## src/rtl/updown_counter_arbiter.sv

```systemverilog
// Shared WIDTH-bit up/down counter arbitrated round-robin among NUM_REQ requesters.
// Grant in IDLE, apply in EXEC, hold the response in RESP until rsp_ready.
module updown_counter_arbiter #(
  parameter int NUM_REQ = 4,
  parameter int WIDTH   = 8,
  localparam int ID_W   = (NUM_REQ > 1) ? $clog2(NUM_REQ) : 1
) (
  input  logic                     clk,
  input  logic                     reset,
  input  logic [NUM_REQ-1:0]       req_valid,
  output logic [NUM_REQ-1:0]       req_ready,
  input  logic [2*NUM_REQ-1:0]     req_op,
  input  logic [WIDTH*NUM_REQ-1:0] req_data,
  output logic                     rsp_valid,
  input  logic                     rsp_ready,
  output logic [ID_W-1:0]          rsp_id,
  output logic [WIDTH-1:0]         rsp_value,
  output logic [WIDTH-1:0]         count_out,
  output logic                     busy
);

  typedef enum logic [1:0] {IDLE, EXEC, RESP} state_t;

  state_t            state_q, state_d;
  logic [WIDTH-1:0]  count_q, count_d;
  logic [ID_W-1:0]   rr_ptr_q, rr_ptr_d;
  logic [1:0]        op_q, op_d;
  logic [WIDTH-1:0]  data_q, data_d;
  logic [ID_W-1:0]   id_q, id_d;
  logic              grant_vld;
  logic [ID_W-1:0]   grant_idx;

  // Scan from the highest offset down so the nearest valid index after rr_ptr wins.
  always_comb begin
    grant_vld = 1'b0;
    grant_idx = '0;
    for (int k = NUM_REQ - 1; k >= 0; k--) begin
      if (req_valid[(int'(rr_ptr_q) + k) % NUM_REQ]) begin
        grant_vld = 1'b1;
        grant_idx = ID_W'((int'(rr_ptr_q) + k) % NUM_REQ);
      end
    end
  end

  always_comb begin
    state_d   = state_q;
    count_d   = count_q;
    rr_ptr_d  = rr_ptr_q;
    op_d      = op_q;
    data_d    = data_q;
    id_d      = id_q;
    req_ready = '0;
    case (state_q)
      IDLE: begin
        if (grant_vld && !reset) begin
          req_ready[grant_idx] = 1'b1;
          op_d     = req_op[2*int'(grant_idx) +: 2];
          data_d   = req_data[WIDTH*int'(grant_idx) +: WIDTH];
          id_d     = grant_idx;
          rr_ptr_d = ID_W'((int'(grant_idx) + 1) % NUM_REQ);
          state_d  = EXEC;
        end
      end
      EXEC: begin
        case (op_q)
          2'b01:   count_d = count_q + 1'b1;
          2'b10:   count_d = count_q - 1'b1;
          2'b11:   count_d = data_q;
          default: count_d = count_q;
        endcase
        state_d = RESP;
      end
      RESP: begin
        if (rsp_ready) state_d = IDLE;
      end
      default: state_d = IDLE;
    endcase
  end

  always_ff @(posedge clk) begin
    if (reset) begin
      state_q  <= IDLE;
      count_q  <= '0;
      rr_ptr_q <= '0;
      op_q     <= '0;
      data_q   <= '0;
      id_q     <= '0;
    end else begin
      state_q  <= state_d;
      count_q  <= count_d;
      rr_ptr_q <= rr_ptr_d;
      op_q     <= op_d;
      data_q   <= data_d;
      id_q     <= id_d;
    end
  end

  // The count cannot change in RESP, so the live register doubles as the held response.
  assign rsp_valid = (state_q == RESP);
  assign rsp_id    = id_q;
  assign rsp_value = count_q;
  assign count_out = count_q;
  assign busy      = (state_q != IDLE);

endmodule

```

## config.mk

```make
export PLATFORM = sky130hd
export DESIGN_NAME = updown_counter_arbiter
export DESIGN_NICKNAME = d
export VERILOG_FILES = /design/src/rtl/updown_counter_arbiter.sv
export SDC_FILE = /design/constraint.sdc
export NUM_CORES = 1
export LEC_CHECK = 0
export ABC_AREA = 1
export BUFFER_PORTS_ARGS = -buffer_cell sky130_fd_sc_hd__buf_2
export CAP_MARGIN = 0
export CORE_UTILIZATION = 54
export DETAILED_ROUTE_END_ITERATION = 8
export GPL_TIMING_DRIVEN = 0
export PLACE_DENSITY = 0.95
export SLEW_MARGIN = 20
export SYNTH_ARGS = -nofsm -noshare
export SYNTH_HDL_FRONTEND = slang
export SYNTH_SLANG_ARGS = --single-unit
export TNS_END_PERCENT = 20
```

## constraint.sdc

```tcl
create_clock -name clk -period 4.3 [get_ports clk]
set_clock_uncertainty 0.15 [all_clocks]
set_input_delay 0.43 -clock clk [delete_from_list [all_inputs] [get_ports clk]]
set_output_delay 0.43 -clock clk [all_outputs]
set_load 0.01 [all_outputs]
```

==> results of run 1 <==
## how the worst max path moves through the flow
stage	startpoint	end	slack [ps]	depth (start not counted)
6_report	rr_ptr_q[0]	req_ready[3]	1540	9
3_5_place_dp	req_valid[3]	req_ready[3]	1710	11
5_1_grt	rr_ptr_q[0]	req_ready[3]	1340	9
3_3_place_gp	req_valid[3]	req_ready[3]	1760	11
2_1_floorplan	req_valid[3]	req_ready[3]	2100	9
4_1_cts	rr_ptr_q[0]	req_ready[3]	1560	9
## sequential cells by signal, summed over array words and instances, names as in the netlist
register and flops:
rr_ptr_q 2, rsp_id 2, count_out 8, data_q 8, state_q 2, op_q 2
## layout by cell type, fill, tap and decap left out, types with 4 or more instances in the layout
master	count
a21oi_1	13
buf_2	70
buf_4	9
clkbuf_8	7
dfxtp_1	24
inv_1	38
nand2_1	105
nand2_2	10
nand3_1	78
nand4_1	4
nor2_1	14
o21ai_0	8
## logic make-up (layout without fill, tap and decap cells)
logic type	count (synthesis)	after routing
AOI/OAI and AO/OA	30	30
adders and majority gates	1	1
buffers and inverters	60	133
and+or+nand+nor	220	220
DFF	24	24
## critical path, cell delays in order (launching register included)
cell     delay [ps]
dfxtp_1         390
o21ai_0         410
nand2_1         160
nand3_2         160
nand3_4         170
nand2_8         160
buf_12          140
nand2_1          70
nor2_1          110
buf_2           140
## layout make-up
class,count,area (um^2)
fill,290,981
tap,46,57.6
multi-input combinational,251,1220
inverter,40,150
timing repair buffer,69,345
sequential,24,480
buffer,20,179
clock buffer,4,55.1
## power by group through the flow
stage	combinational [uW]	clock (uW)	sequential, uW
after CTS	1280	152	345
final	1290	148	345
after floorplan	1010	0	345
after global routing	1450	160	353
after detailed placement	1270	0	349
after global placement	1250	0	344
## metal layers
layer,vias to the layer above,track usage [%]
li1,1230,-
met1,1028,33.9
met2,103,49.3
met3,5,1.99
met4,0,7.10
met5,-,0
## metrics by stage
step / worst slack [ps] / power (uW) / util [%] / cells
global placement: 1760 / 1590 / 70.1 / 450
global route: 1340 / 1960 / 71.7 / 454
detailed placement: 1710 / 1620 / 70.1 / 450
floorplan: 2100 / 1350 / - / 335
CTS: 1560 / 1780 / 71.7 / 454
finish: 1540 / 1780 / 71.7 / 454
==> results.py, run 1 <==
metrics = {
    "run_status": {
        "status": "completed",
    },
    "detailed_routing": {
        "drt_iter0_drc": 171,
        "highest_layer": "met4",
        "drc_errors": 0,
        "drt_pass1_iterations": 5,
        "routed_wirelength_um": 5080,
        "via_count": 2366,
        "wl_met1_um": 2280,
        "vias_per_cell": 5.21,
        "dr_wl_met2_um": 2450,
        "wl_met3_um": 302,
        "wl_per_cell_um": 11.2,
        "postRouteAntennaNets": 0,
    },
    "logic_synthesis": {
        "synth_top_area_share_pct": 23.7,
        "synth-seq-cells": 24,
        "synth_most_common_cell": "nand2_1",
        "synthSimpleGateAreaFrac_pct": 50.7,
        "syn_avg_cell_area_um2": 6.06,
        "synthTopCellsByCount": "105 x nand2_1, 78 x nand3_1, 38 x inv_1, 24 x dfxtp_1, 14 x nor2_1",
        "syn_area_um2": 2030,
        "synth_nets": 383,
        "ys_types": 30,
        "synth-adder-area-share_pct": 0.617,
        "synthMuxAreaShare_pct": 0,
        "synth_top_cell_by_area": "dfxtp_1",
        "yosys-top-cells-area": "dfxtp_1 24%, nand2_1 19%, nand3_1 19%",
        "seq_area_frac_synth_pct": 23.7,
        "ys.flop_type": "dfxtp_1",
        "synth_xor_area_share_pct": 0,
        "synth_warnings": 0,
        "netlist_instances": 335,
        "synth_edf_count": 0,
        "synth_top_family_by_area": "simple AND/OR/NAND/NOR gates",
        "synth_compound_area_share_pct": 8.75,
        "async_flop_share_pct": 0,
    },
    "sta": {
        "drv_slew": 0,
        "period_share_pct": 64.1,
        "hold_viol": 0,
        "worst_hold_slack_ps": 269,
        "worst_slew_pin_slew_ps": 503,
        "fmax_mhz": 363,
        "finalCriticalPeriod_ps": 2760,
        "tns_ps": 0,
        "relSlewSlack_pct": 66.5,
        "rsz0062_at_grt": "false",
        "setup_viol": 0,
    },
    "critical_path": {
        "r2r-start": "op_q[0]",
        "cp.arrival_ps": 2180,
        "worstSetupEndpointType": "output pin",
        "crit_path_max_fanout": 10,
        "required_ps": 3720,
        "rr_endpoint": "count_out[4]",
        "crit_type": "flop to output pin",
        "reg2reg_depth": 14,
        "rrSetupSlack_ps": 2170,
        "start_kind": "flop",
    },
    "pwr": {
        "power_frac_seq_pct": 19.4,
        "ir_drop_mv": 0.546,
        "combPwrFrac_pct": 72.3,
        "power.density_nw_per_um2": 717,
        "swShare_pct": 51.3,
        "p_sw_uw": 915,
        "p_int_uw": 868,
        "p_leak_uw": 0.00141,
        "clockPowerShare_pct": 8.3,
    },
    "placed_design": {
        "dpl-instance-area_um2": 2430,
        "gp_congestion": 0.897,
        "port-buffer-count": 69,
        "dp_hpwl_um": 4050,
    },
    "floorplanning": {
        "die_y_um": 63.3,
        "rows": 21,
        "start_util_pct": 58.5,
        "coreArea_um2": 3470,
        "die_area_um2": 4010,
        "pin_count": 71,
        "die_x_um": 63.3,
    },
    "finish": {
        "antenna_cells": 0,
        "drive_above_1_share_pct": 27.5,
        "final_cell_area_um2": 2490,
        "area_growth_pct": 22.6,
        "layout.nets": 457,
    },
    "cts": {
        "cts_buffer_depth": 2,
        "post_cts_resized": 0,
        "post_cts_buffers": 0,
        "clk_latency_ps": 260,
        "numCtsBuffers": 3,
        "hold_buffers": 0,
        "cts.sinks": 24,
        "clk_pin_slew_ps": 80,
        "cts-root-buf": "clkbuf_8",
        "cts_tree": "done",
        "cts_max_level": 1,
    },
    "min_path": {
        "worstHoldEndpoint": "state_q[1]",
        "hp-start": "rsp_ready",
        "hp-class": "primary input to flop",
        "hold_depth": 4,
    },
    "global_routing": {
        "grt_usage_pct": 27.0,
        "grt_max_degree": 14,
        "grt_pass1_wl_um": 8980,
        "grt_overflow": 0,
        "antenna_found_initial": 0,
        "first_global_vias": 2177,
    },
    "run": {
        "maxCapViolCount": 0,
    },
}
(Power assumes the default switching activity.)
==> run 2, diff against run 1 <==
--- a/config.mk
+++ b/config.mk
@@ -8,10 +8,10 @@
 export ABC_AREA = 1
 export BUFFER_PORTS_ARGS = -buffer_cell sky130_fd_sc_hd__buf_2
 export CAP_MARGIN = 0
-export CORE_UTILIZATION = 54
+export CORE_UTILIZATION = 46
 export DETAILED_ROUTE_END_ITERATION = 8
 export GPL_TIMING_DRIVEN = 0
-export PLACE_DENSITY = 0.95
+export PLACE_DENSITY = 0.87
 export SLEW_MARGIN = 20
 export SYNTH_ARGS = -nofsm -noshare
 export SYNTH_HDL_FRONTEND = slang
==> constraint.sdc (replaced) <==
create_clock -name clk -period 2.26 [get_ports clk]
set_clock_uncertainty 0.15 [all_clocks]
set_input_delay 0.226 -clock clk [delete_from_list [all_inputs] [get_ports clk]]
set_output_delay 0.226 -clock clk [all_outputs]
set_load 0.01 [all_outputs]
==> results.py, run 2 (same netlist as run 1, synthesis figures left out) <==
metrics = {
    "run_status": {
        "status": "finished with violations",
        "violations": "negative setup slack",
    },
    "floorplanning": {
        "die_x_um": 68.4,
        "coreArea_um2": 4120,
        "die_y_um": 68.4,
        "die_area_um2": 4680,
        "start_util_pct": 49.3,
        "rows": 23,
        "pin_count": 71,
    },
    "critical_path": {
        "crit_family": "simple AND/OR/NAND/NOR gates",
        "max_stage_delay_ps": 410,
        "worstSetupEndpointType": "output pin",
        "crit_path_max_fanout": 7,
        "path_common_cell": "nand2_4",
        "crit_type": "flop to output pin",
        "required_ps": 1880,
        "slowest_stage": "dfxtp_4",
        "start_kind": "flop",
        "worstPathCellList": "buf_8, nand2_1, nand3_2, nand2_2, nand3_4, nand2_4, nand2_4, nand2_4, buf_6, nand2_4, nor2_2, buf_2",
        "crit_buf_inv": 3,
        "cp.arrival_ps": 2000,
    },
    "finish": {
        "layout_commonest_cell": "nand2_1",
        "most-common-layout-cells": "91 x nand2_1, 71 x nand3_1, 68 x buf_2",
        "final_cells": 482,
        "drive_above_1_share_pct": 38.9,
        "layout.nets": 481,
        "fin_util_pct": 70.9,
        "area_growth_pct": 43.8,
        "antenna_cells": 0,
    },
    "pwr": {
        "clockPowerShare_pct": 6.3,
        "p_int_uw": 2260,
        "p_sw_uw": 2450,
        "ir_drop_mv": 1.46,
        "power.density_nw_per_um2": 1610,
        "swShare_pct": 52.0,
        "power_frac_seq_pct": 14.8,
        "combPwrFrac_pct": 79.0,
        "p_leak_uw": 0.00159,
    },
    "detailed_routing": {
        "via_count": 2765,
        "postRouteAntennaNets": 0,
        "drt_iter0_drc": 335,
        "drc_errors": 0,
        "routed_wirelength_um": 7520,
        "wl_per_cell_um": 15.6,
        "drt_pass1_iterations": 7,
        "vias_per_cell": 5.74,
    },
    "global_routing": {
        "antenna_found_initial": 0,
        "grt_usage_pct": 25.3,
        "grt_overflow": 0,
        "first_global_vias": 2224,
        "grt_pass1_wl_um": 9200,
        "grt_max_degree": 14,
    },
    "sta": {
        "worst_slew_pin_slew_ps": 519,
        "rsz0062_at_grt": "true",
        "period_share_pct": 105,
        "layout_setup_ws_ps": -115,
        "fmax_mhz": 421,
        "drv_slew": 0,
        "relSlewSlack_pct": 65.4,
        "finalCriticalPeriod_ps": 2370,
        "hold_viol": 0,
        "setup_viol": 5,
    },
    "cts": {
        "cts.sinks": 24,
        "clk_pin_slew_ps": 90,
        "cts_buffer_depth": 2,
        "cts_max_level": 1,
        "cts-root-buf": "clkbuf_8",
        "cts_tree": "done",
        "numCtsBuffers": 3,
        "hold_buffers": 0,
        "clk_latency_ps": 270,
    },
    "placed_design": {
        "dp_cells": 454,
        "dp_hpwl_um": 4040,
        "port-buffer-count": 69,
        "gp_congestion": 0.849,
    },
    "run": {
        "maxCapViolCount": 0,
    },
    "min_path": {
        "hp-class": "primary input to flop",
    },
}
[run 2: changes by cell type in the layout (fill, tap and decap cells not counted), moves of 4 or more]
cell	previous run	this run
inv_1	38	34
nand3_4	1	5
nand2_1	105	91
buf_6	3	7
nand2_4	2	8
buf_4	9	29
nand3_1	78	71
nand2_2	10	17
[run 2: path summary, 6_finish.rpt]
path                                   from            to  slack (ps)  cells past startpoint
worst min-delay path              rsp_ready    state_q[1]          60                      4
worst max register to register  rr_ptr_q[0]     data_q[3]           0                     14
worst min register to register    data_q[6]     data_q[6]         330                      2
worst max-delay path            rr_ptr_q[0]  req_ready[0]        -110                     12
[run 2: layout make-up]
type                            count  area (um^2)
Inverter                           40          158
Fill cell                         318         1200
Sequential cell                    24          485
Timing Repair Buffer               93          567
Clock buffer                        4         55.1
Multi-Input combinational cell    251         1410
Tap cell                           50         62.6
Buffer                             20          184
[run 2: through the flow]
stage | cell area (um^2) | worst slack [ps] | hold WS [ps] | power [uW] | setup TNS, ps
floorplan | 2030 | 332 | 243 | 2580 | 0
global placement | 2440 | 38.0 | 304 | 3030 | 0
detailed placement | 2440 | 31.2 | 317 | 3090 | 0
CTS | 2650 | 1.30 | 65.6 | 3800 | 0
global route | 2920 | -171 | 92.2 | 4960 | -971
finish | 2920 | -115 | 58.9 | 4710 | -308
[run 2: repair_timing]
item	in CTS	in global routing
setup endpoints to repair	4	6
pin swaps	10	21
setup buffers	14	9
cloned	0	1
gates resized for setup	16	45
[run 2: power by group through the flow]
stage	clock network, uW	registers [uW]	logic (uW)
6_report	294	696	3710
5_1_grt	312	708	3940
4_1_cts	294	664	2850
3_5_place_dp	0	661	2430
3_3_place_gp	0	654	2380
2_1_floorplan	0	656	1920
[run 2: tightest hold or removal path, stage by stage]
cell and delay, ps:
buf_2 70, inv_1 30, nand2_1 50, a21oi_1 50
[run 2: per-layer routing]
metal	wire length (um)	vias up	part of all wire (%)	global-route usage [%]
li1	-	1280	-	-
met5	0	-	0	0
met4	327	0	4.3	11.2
met3	702	50	9.3	2.50
met2	3770	210	50	43.8
met1	2730	1225	36	31.5
==> run 3, diff against run 2 <==
--- a/config.mk
+++ b/config.mk
@@ -5,10 +5,10 @@
 export SDC_FILE = /design/constraint.sdc
 export NUM_CORES = 1
 export LEC_CHECK = 0
-export ABC_AREA = 1
+export ABC_AREA = 0
 export BUFFER_PORTS_ARGS = -buffer_cell sky130_fd_sc_hd__buf_2
 export CAP_MARGIN = 0
-export CORE_UTILIZATION = 46
+export CORE_UTILIZATION = 44
 export DETAILED_ROUTE_END_ITERATION = 8
 export GPL_TIMING_DRIVEN = 0
 export PLACE_DENSITY = 0.87
==> results.py, run 3 <==
metrics = {
    "run_status": {
        "status": "completed",
    },
    "pwr": {
        "p_sw_uw": 513,
        "p_leak_uw": 0.00110,
        "p_int_uw": 914,
        "clockPowerShare_pct": 21.0,
        "ir_drop_mv": 0.477,
        "power.density_nw_per_um2": 628,
        "swShare_pct": 36.0,
        "power_frac_seq_pct": 36.7,
        "combPwrFrac_pct": 42.2,
    },
    "cts": {
        "cts_tree": "done",
        "cts_buffer_depth": 2,
        "clk_pin_slew_ps": 90,
        "cts-root-buf": "clkbuf_8",
        "numCtsBuffers": 3,
        "clk_latency_ps": 270,
        "cts.sinks": 24,
        "hold_buffers": 0,
        "cts_max_level": 1,
    },
    "critical_path": {
        "crit_type": "flop to flop",
        "crit_path_max_fanout": 10,
        "rr_endpoint": "count_out[4]",
        "required_ps": 2280,
        "start_kind": "flop",
        "rrSetupSlack_ps": 80,
        "cp.arrival_ps": 2210,
        "r2r-start": "op_q[0]",
        "reg2reg_depth": 10,
        "worstSetupEndpointType": "flop",
    },
    "sta": {
        "worst_slew_pin_slew_ps": 838,
        "fmax_mhz": 458,
        "tns_ps": 0,
        "finalCriticalPeriod_ps": 2180,
        "layout_setup_ws_ps": 75.5,
        "period_share_pct": 96.7,
        "rsz0062_at_grt": "true",
        "worst_hold_slack_ps": 94.5,
        "setup_viol": 0,
        "hold_viol": 0,
        "relSlewSlack_pct": 43.5,
        "drv_slew": 0,
    },
    "global_routing": {
        "grt_usage_pct": 22.5,
        "grt_max_degree": 14,
        "grt_overflow": 0,
        "grt_pass1_wl_um": 7520,
        "first_global_vias": 1732,
        "antenna_found_initial": 0,
    },
    "logic_synthesis": {
        "ys_types": 46,
        "synth_nets": 272,
        "seq_area_frac_synth_pct": 27.4,
        "netlist_instances": 224,
        "synth_top_area_share_pct": 27.4,
        "syn_avg_cell_area_um2": 7.83,
        "synth_edf_count": 0,
        "synthTopCellsByCount": "24 x dfxtp_1, 21 x mux2i_1, 21 x nand2_1, 20 x a21oi_1, 16 x nor2_1",
        "synth-seq-cells": 24,
        "synth_most_common_cell": "dfxtp_1",
        "synthMuxAreaShare_pct": 12.6,
        "synth-adder-area-share_pct": 0.714,
        "async_flop_share_pct": 0,
        "synth_compound_area_share_pct": 24.4,
        "syn_area_um2": 1750,
        "synth_top_cell_by_area": "dfxtp_1",
        "yosys-top-cells-area": "dfxtp_1 27%, mux2i_1 12%, a21oi_1 5.7%",
        "synthSimpleGateAreaFrac_pct": 22.3,
        "ys.flop_type": "dfxtp_1",
        "synth_xor_area_share_pct": 2.00,
        "synth_top_family_by_area": "compound AO/OA/AOI/OAI gates",
        "synth_warnings": 0,
    },
    "detailed_routing": {
        "drc_errors": 0,
        "vias_per_cell": 5.68,
        "drt_iter0_drc": 161,
        "routed_wirelength_um": 4750,
        "wl_per_cell_um": 13.7,
        "drt_pass1_iterations": 4,
        "via_count": 1977,
        "postRouteAntennaNets": 0,
    },
    "finish": {
        "layout_commonest_cell": "buf_2",
        "fillers": 357,
        "fin_util_pct": 60.7,
        "drive_above_1_share_pct": 35.7,
        "regArea_um2": 480,
        "most-common-layout-cells": "76 x buf_2, 24 x dfxtp_1, 21 x nand2_1, 21 x mux2i_1, 18 x a21oi_1",
        "multi_input_area_um2": 1120,
        "final_cells": 348,
        "antenna_cells": 0,
        "layout.nets": 349,
        "area_growth_pct": 29.6,
    },
    "floorplanning": {
        "die_area_um2": 4240,
        "start_util_pct": 46.8,
        "pin_count": 71,
        "die_x_um": 65.1,
        "die_y_um": 65.1,
        "coreArea_um2": 3740,
        "rows": 22,
    },
    "placed_design": {
        "port-buffer-count": 70,
        "dp_cells": 342,
        "dp_slack_ps": -141,
        "dp_hpwl_um": 3420,
        "gp_congestion": 0.934,
    },
    "min_path": {
        "hold_depth": 2,
        "hp-class": "primary input to flop",
        "worstHoldEndpoint": "state_q[0]",
        "hp-start": "reset",
    },
    "run": {
        "maxCapViolCount": 0,
    },
}
## run 3: cell types whose count changed after synthesis, moves of 5 or more
cell      before  now
nand2_1      105   21
nand3_1       78    4
inv_1         38    5
mux2i_1        0   21
nand2_2       10    0
o221ai_1       0   10
a21oi_1       13   20
buf_2          1    7
nand2b_1       0    6
nor2b_1        0    6
nor3_1         0    6
clkbuf_1       3    8
## run 3: routing by layer
metal	routed length, um	track usage, %
met4	62	6.52
met3	391	5.03
met1	2020	28.6
met5	0	0
met2	2270	38.0
## run 3: how the worst max path moves through the flow
stage          startpoint           end  cells past startpoint
6_report          op_q[0]  count_out[4]                     10
4_1_cts           op_q[0]  count_out[4]                     10
3_5_place_dp      op_q[0]  count_out[4]                     10
5_1_grt        state_q[1]  req_ready[1]                      7
3_3_place_gp      op_q[0]  count_out[4]                     10
2_1_floorplan     op_q[0]  count_out[4]                     10
## run 3: cell families (layout without fill, tap and decap cells)
kind of cell               Yosys count  count (layout)
muxes                               22              22
and+or+nand+nor                     76              76
xor gates and xnor gates             4               4
AOI/OAI and AO/OA                   64              64
DFF                                 24              24
adders and majority gates            1               1
buffers and inverters               33             109
## run 3: power by group through the flow
stage / Sequential, uW / Combinational (uW) / Clock [uW]
after CTS: 523 / 586 / 302
after global routing: 531 / 656 / 315
after detailed placement: 532 / 569 / 0
after floorplan: 526 / 415 / 0
final: 524 / 603 / 300
after global placement: 530 / 558 / 0
## run 3: worst max-delay path: stages (launching register included)
cell      delay, ps
dfxtp_1         320
buf_4           160
nor2b_2          60
buf_4           140
xor2_1          140
ha_2            190
or3_4           350
a21oi_4         150
o21a_1          150
a21oi_1          40
o2111a_1        240
## run 3: timing repair
item,4_1_cts,5_1_grt
resized for setup,5,4
gates cloned,0,0
endpoints found under the setup margin,2,3
buffers inserted,1,1
pin swaps,1,0
## run 3: final cells by class
| type | count | area share (%) |
|---|---|---|
| Tap cell | 48 | 2.64 |
| Multi-Input combinational cell | 167 | 49.2 |
| Clock buffer | 4 | 2.42 |
| Timing Repair Buffer | 72 | 16.1 |
| Inverter | 6 | 0.991 |
| Sequential cell | 24 | 21.1 |
| Buffer | 27 | 7.49 |
## run 3: stage by stage
stage / power [uW] / area [um^2]
CTS: 1410 / 2250
floorplan: 942 / 1760
global route: 1500 / 2270
detailed placement: 1100 / 2170
global placement: 1090 / 2170
finish: 1430 / 2270
